[config.mk]
export PLATFORM = sky130hd
export DESIGN_NAME = pwm_duty_decoder
export DESIGN_NICKNAME = d
export VERILOG_FILES = /design/src/rtl/pwm_duty_decoder.sv
export SDC_FILE = /design/constraint.sdc
export NUM_CORES = 1
export LEC_CHECK = 0
export CAP_MARGIN = 20
export CORE_UTILIZATION = 50
export CTS_CLUSTER_DIAMETER = 60
export DETAILED_ROUTE_END_ITERATION = 12
export PLACE_DENSITY = 0.74
export SLEW_MARGIN = 25
export SYNTH_ARGS = -nofsm -noshare
export SYNTH_HDL_FRONTEND = slang
export SYNTH_SLANG_ARGS = --single-unit
[constraint.sdc]
create_clock -name clk -period 3.1 [get_ports clk]
set_input_delay 0.31 -clock clk [delete_from_list [all_inputs] [get_ports clk]]
set_output_delay 0.31 -clock clk [all_outputs]
set_load 0.02 [all_outputs]
[src/rtl/pwm_duty_decoder.sv]
// Measures the high time and period of an asynchronous PWM input and reports a quantised
// duty level. A missing rising edge for TIMEOUT cycles is flagged as a stuck-high/low input.
module pwm_duty_decoder #(
    parameter int unsigned CNT_W      = 8,
    parameter int unsigned EXP_PERIOD = 10,
    parameter int unsigned LVL_W      = 4,
    parameter int unsigned TIMEOUT    = 64
) (
    input  logic             clk,
    input  logic             reset,
    input  logic             enable,
    input  logic             pwm_in,
    output logic [CNT_W-1:0] high_cnt,
    output logic [CNT_W-1:0] period_cnt,
    output logic [LVL_W-1:0] duty_level,
    output logic             valid,
    output logic             period_err,
    output logic             stuck_high,
    output logic             stuck_low
);

    localparam logic [CNT_W-1:0] ExpPeriodCnt = CNT_W'(EXP_PERIOD);
    localparam logic [CNT_W-1:0] TimeoutCnt   = CNT_W'(TIMEOUT);
    localparam logic [LVL_W-1:0] FullLevel    = LVL_W'(EXP_PERIOD);
    localparam logic [CNT_W-1:0] CntMax       = '1;

    typedef enum logic [1:0] {StIdle, StArmed, StStuck} state_e;

    state_e state_q, state_d;

    logic             sync1_q, s_q, s_prev_q;
    logic             rise;
    logic [CNT_W-1:0] cyc_q, hc_q;
    logic             publish, stuck_enter;

    logic [CNT_W-1:0] high_cnt_q, period_cnt_q;
    logic [LVL_W-1:0] duty_level_q;
    logic             valid_q, period_err_q, stuck_high_q, stuck_low_q;

    assign rise = s_q & ~s_prev_q;

    always_ff @(posedge clk or negedge reset) begin
        if (!reset) begin
            sync1_q  <= 1'b0;
            s_q      <= 1'b0;
            s_prev_q <= 1'b0;
        end else begin
            sync1_q  <= pwm_in;
            s_q      <= sync1_q;
            s_prev_q <= s_q;
        end
    end

    // The rising-edge cycle itself is high, hence both counters restart at 1.
    always_ff @(posedge clk or negedge reset) begin
        if (!reset) begin
            cyc_q <= '0;
            hc_q  <= '0;
        end else if (!enable) begin
            cyc_q <= '0;
            hc_q  <= '0;
        end else if (rise) begin
            cyc_q <= CNT_W'(1);
            hc_q  <= CNT_W'(1);
        end else begin
            if (cyc_q != CntMax) cyc_q <= cyc_q + CNT_W'(1);
            if (hc_q != CntMax)  hc_q  <= hc_q + CNT_W'(s_q);
        end
    end

    always_ff @(posedge clk or negedge reset) begin
        if (!reset) state_q <= StIdle;
        else        state_q <= state_d;
    end

    // A rise takes priority over the timeout firing in the same cycle.
    always_comb begin
        state_d     = state_q;
        publish     = 1'b0;
        stuck_enter = 1'b0;
        if (!enable) begin
            state_d = StIdle;
        end else if (rise) begin
            publish = (state_q == StArmed);
            state_d = StArmed;
        end else if (state_q != StStuck && cyc_q == TimeoutCnt) begin
            stuck_enter = 1'b1;
            state_d     = StStuck;
        end
    end

    always_ff @(posedge clk or negedge reset) begin
        if (!reset) begin
            high_cnt_q   <= '0;
            period_cnt_q <= '0;
            duty_level_q <= '0;
            valid_q      <= 1'b0;
            period_err_q <= 1'b0;
            stuck_high_q <= 1'b0;
            stuck_low_q  <= 1'b0;
        end else begin
            valid_q <= publish | stuck_enter;
            if (publish) begin
                period_cnt_q <= cyc_q;
                high_cnt_q   <= hc_q;
                period_err_q <= (cyc_q != ExpPeriodCnt);
                if (cyc_q == ExpPeriodCnt) duty_level_q <= hc_q[LVL_W-1:0];
                stuck_high_q <= 1'b0;
                stuck_low_q  <= 1'b0;
            end else if (stuck_enter) begin
                stuck_high_q <= s_q;
                stuck_low_q  <= ~s_q;
                duty_level_q <= s_q ? FullLevel : '0;
            end
        end
    end

    assign high_cnt   = high_cnt_q;
    assign period_cnt = period_cnt_q;
    assign duty_level = duty_level_q;
    assign valid      = valid_q;
    assign period_err = period_err_q;
    assign stuck_high = stuck_high_q;
    assign stuck_low  = stuck_low_q;

endmodule

### Word-level counts from Yosys, hierarchy flattened

Cells that the tools add are included.

* $mul: 0
* reductions and logical operators: 3
* add/sub/neg operators: 2
* shift-type cells: 0
* order comparisons: 0
* equality and inequality tests: 11
* divide/modulo/power cells: 0
* bitwise gates (word level): 4
* mux-type cells: 22

Operators with widths (number)
* 2-to-1 mux 8 bit: 6
* 2-to-1 mux 4 bit: 4
* inequality test 8 bit (second input constant): 2
* 2-to-1 mux 1 bit: 9
* inequality test 3 x 1 -> 1 bit (second input constant): 3
* adder 8 x 1 -> 8 bit: 1
* adder 8 x 1 -> 8 bit (second input constant): 1
* equality test 8 x 4 -> 1 bit (second input constant): 1
* equality test 8 x 7 -> 1 bit (second input constant): 1
* inequality test 8 x 4 -> 1 bit (second input constant): 1
* 2-to-1 mux 2 bit: 3
* equality test 2 x 1 -> 1 bit (second input constant): 1
* inequality test 2 x 1 -> 1 bit (second input constant): 1
* inequality test 2 bit (second input constant): 1
* NOT 1 bit: 2
* AND reduction 2 bit: 1
* nonzero test 2 bit: 1
* AND 1 bit: 1
* logical AND 1 bit: 1
* bitwise OR 1 bit: 1

* bits in latches: 0
* ROM bits: 0
* RAM bits: 0
* word-level logic and storage cells: 55
* memories kept: 0
* register bits after elaboration: 45
* output and inout bits: 24
* input bits: 4

### Logic depth before layout (Yosys ltp)

* depth in word-level cells: 7
* mapped depth: 7
* mapped depth without buffers: 6

### Least setup slack after synthesis

Ideal clock, no wire load.

* path kind: reg2reg
* start point: reg cyc_q[5]
* end point: reg duty_level_q[0], in the netlist duty_level[0]
* library setup time: 125 ps
* stages on the path, launching flop included: 7
* period minus slack after synthesis: 2048 ps
* path slack: 1052 ps
* arrival: 1923 ps
* required time: 2975 ps
* buffers on the path: 2
* cell sequence: dfrtp_1 buf_6 or3_4 or4_4 a2bb2o_4 buf_6 mux2_4

* longest elaborated chain between the ends: 7
* elaborated cells between the ends (all ways): 9
* classes of those cells: eq/ne: 3; mux: 3; reduce/logical: 3

Ends and longest elaborated chain
* start: declaration: line 33 `logic [CNT_W-1:0] cyc_q, hc_q;`
* start signal: assignment: line 66 `if (cyc_q != CntMax) cyc_q <= cyc_q + CNT_W'(1);`
* equality test 8 x 7 -> 1 bit: line 86 `end else if (state_q != StStuck && cyc_q == TimeoutCnt) begin`
* logical AND 1 bit: line 86
* 2-to-1 mux 1 bit: line 86
* 2-to-1 mux 1 bit: line 83 `end else if (rise) begin`
* 2-to-1 mux 1 bit: line 81 `if (!enable) begin`
* nonzero test 2 bit (no line)
* AND reduction 2 bit (no line) *
* end signal: assignment: line 107 `if (cyc_q == ExpPeriodCnt) duty_level_q <= hc_q[LVL_W-1:0];`
* end signal: assignment: line 113 `duty_level_q <= s_q ? FullLevel : '0;`
* end: declaration: line 37 `logic [LVL_W-1:0] duty_level_q;`

Mark *: on every way between the ends. The rest lies on a longest branch, timed or not.
A chain may end at the register's enable or synchronous reset.

### Final worst setup path

* start point: reg cyc_q[2]
* end point: reg duty_level_q[2], in the netlist duty_level[2]

The elaborated chain is that of the path after synthesis.

==> results.md <==
- Switching Fraction: a little under a quarter
- Die width: 65.9 um
- Worst-Margin Slew: 0.613 ns
- Final hold vios: 12
- Vias/cell: roughly 5.7
- Setup crit start: cyc_q[2]
- Slew Limit Headroom: ~60%
- Wire length per cell after detailed routing: 14.6 um
- Most frequent cells in the layout: 45 x dfrtp_1, 26 x clkdlybuf4s50_1, 20 x nand2_1
- CTS tree: yes
- Clk slew on worst S/H paths: around 0.08 ns
- Req. time, crit path: between 3 and 4 ns
- Critical Path Sink Type: register
- Failing checks: hold timing
- Hold WC Path Type: in2async
- Cell variety after synth: 39
- Global-route wire length before repair: between 6000 and 7000 um
- Antenna-violating nets left: 0
- Combinational fraction of design power: about 8.3%
- Critical Path AT: roughly 2.3 ns
- Synth Area per Inst: 11.3 um2
- Finished Core Util: 64.7%
- Initial antenna violation count: 0
- GRT overflow: 0
- Fmax: between 400 and 500 MHz
- Post-CTS setup buffer count: 0
- FF+latch count, synth: 45
- Dominant cell type by area after synthesis: dfrtp_1
- Initial DRC count: between 60 and 70
- Max Slew Vio Count: 0
- Worst vdd ir: between 0.2 and 0.25 mV
- Share of cells above drive strength 1: between 10% and 20%
- Clock Skews: just over 0.008 ns
- Pint: approximately 0.9 mW
- Clk pwr share: 38.8%
- Fin nets: between 200 and 250
- Tcrit/Tclk final: around two thirds
- DR DRC count: 0
- Post-CTS Resized: 0
- Max-cap viol count: 0
- CTS max path bufs: 2
- Post-Syn Area: between 2000 and 2500 um2
- Finish-stage setup viols: 0
- Largest net degree at the start of global routing: between 40 and 50
- Initial Util: between 50% and 60%
- Clk_lat worst skew: about 0.30 ns
- Total CTS buffers: 5
- Pwr dens: between 400 and 500 nW/um2
- Commonest non-fill, non-tap cell in the layout: dfrtp_1
- Total Wirelength: about 3800 um
- Dpl hpwl: roughly 2600 um
- Final Power: between 1 and 1.5 mW
- Tmin final: between 2 and 2.5 ns
- Antenna diodes: 0
- TritonCTS Sinks: 45
- Cells after synthesis: about 180
- Yosys top cell area share: 55.1%
- Syn_nets: 190
- Drt first pass iters: 4
- Main area contributors after synthesis: dfrtp_1 55%, mux2_2 6.1%, nand2_1 3.7%, ha_1 3.1%, o21ai_0 2.9%
- Total Routing Usage GR: between 20% and 30%
- Via count: 1,482
- Row Count: 22
- Flop pwr share: around 53%
- IO Port Bufs: 27
- Setup TNS Final: 0 ns
- Root buf cell: clkbuf_8
- CORE AREA: about 3800 um2
- Chip Height: 65.9 um
- Outcome: complete, but fails checks
- NetSw: around 0.27 mW
- P_leak: roughly 1.1 nW
- Critical-path maximum fanout: 8
- Area grow syn2layout: 20.2%
- Worst setup path class: reg2reg
- Worst reg2reg path startpoint: cyc_q[2]
- RSZ-0062 raised after global routing: false
- Number of global-route vias before repair: between 1,000 and 1,500
- Min Hold Slack: -0.00706 ns
- H-Tree Depth: 2
- Hold Buf Count CTS: 0
- CP Launch Type: register
- Yosys warning total: 0
- # IOs: 28
- GPL Wtd Cong: ~0.81
- Die area: 4350 um2
- Post-synthesis sequential area ratio: a little under three fifths
-- path summary, 6_finish.rpt --
kind | endpoint | slack, ns | cells after the start
max in group asynchronous | period_cnt[6] | 2.73 | 1
worst min register to register | s_q | 0.35 | 0
min in group clk | s_q | 0.35 | 0
worst min-delay path | high_cnt[2] | -0.007 | 1
worst max register to register | duty_level[2] | 1.04 | 4
worst max-delay path | duty_level[2] | 1.04 | 4
-- critical path: stages, from the launching register on --
cell and delay (ns):
dfrtp_1 0.46, or3_4 0.44, or4_4 0.50, a2bb2o_4 0.25, mux2_4 0.30
-- cell usage after synthesis --
library cell	number
a2bb2o_4	1
mux2_4	2
a211oi_1	2
nor3b_1	1
or4_4	1
nand2_1	20
a21oi_1	4
and2_1	2
a21boi_0	1
o31a_1	1
nor3_1	4
and2b_1	2
o2111ai_1	1
a21o_1	2
o21ai_0	12
o21a_1	1
clkbuf_1	3
or3_4	1
mux2_2	11
and3_1	5
a31oi_1	5
nor4b_1	1
nand4bb_1	1
mux2i_1	5
or3_1	4
nand4_1	3
nor2b_1	1
nand2b_1	1
ha_1	5
nand3_1	5
a311oi_1	1
o41ai_1	2
xor2_1	2
nor4_1	1
nor2_1	9
dfrtp_1	45
inv_1	9
buf_6	3
xnor2_1	1
-- state kept, by name, indices dropped and copies added, names as in the netlist --
name	flops
period_cnt	8
cyc_q	8
s_prev_q	1
sync1_q	1
stuck_high	1
high_cnt	8
s_q	1
hc_q	8
stuck_low	1
duty_level	4
state_q	2
valid	1
period_err	1
-- logic make-up (layout without fill, tap and decap cells) --
family | count (synthesis) | in the layout | share of synthesized area [%]
muxes | 18 | 18 | 9.98
and+or+nand+nor | 62 | 62 | 15.9
adders and majority gates | 5 | 5 | 3.06
AOI/OAI and AO/OA | 33 | 33 | 10.8
DFF | 45 | 45 | 55.1
buffers and inverters | 15 | 45 | 3.86
xor gates and xnor gates | 3 | 3 | 1.29
-- power groups by stage --
stage | Clock, mW | Sequential, mW | Combinational (mW)
after floorplan | 0 | 0.647 | 0.0347
after global routing | 0.490 | 0.627 | 0.109
after CTS | 0.463 | 0.623 | 0.0988
after detailed placement | 0 | 0.635 | 0.0988
after global placement | 0 | 0.633 | 0.0969
final | 0.456 | 0.623 | 0.0975
-- per-stage QoR --
stage	cell area (um2)	setup WS, ns	cells	hold slack, ns
after floorplan	2040	1.05	181	0.0144
after global placement	2330	0.986	251	0.333
after detailed placement	2330	0.858	251	0.335
after CTS	2450	0.902	259	0.196
after global routing	2460	0.987	259	0.0285
final	2460	1.04	259	-0.00706
-- layout make-up --
class                      count  area [um2]
tap                           48        60.1
clock buffer                   7        86.3
multi-input combinational    121         845
clock inverter                 1        30.0
fill                         320        1340
inverter                       9        33.8
timing repair buffer          28         275
sequential                    45        1130
-- routing by layer --
metal | wire length [um] | vias to the layer above | global-route usage [%] | share of wire, %
met5 | 0 | - | 0 | 0
met4 | 63 | 0 | 8.97 | 1.7
met3 | 192 | 6 | 6.03 | 5.1
met2 | 1800 | 45 | 31.3 | 48
met1 | 1720 | 729 | 27.4 | 46
li1 | - | 702 | - | -
Power figures use the tool's default switching activity.
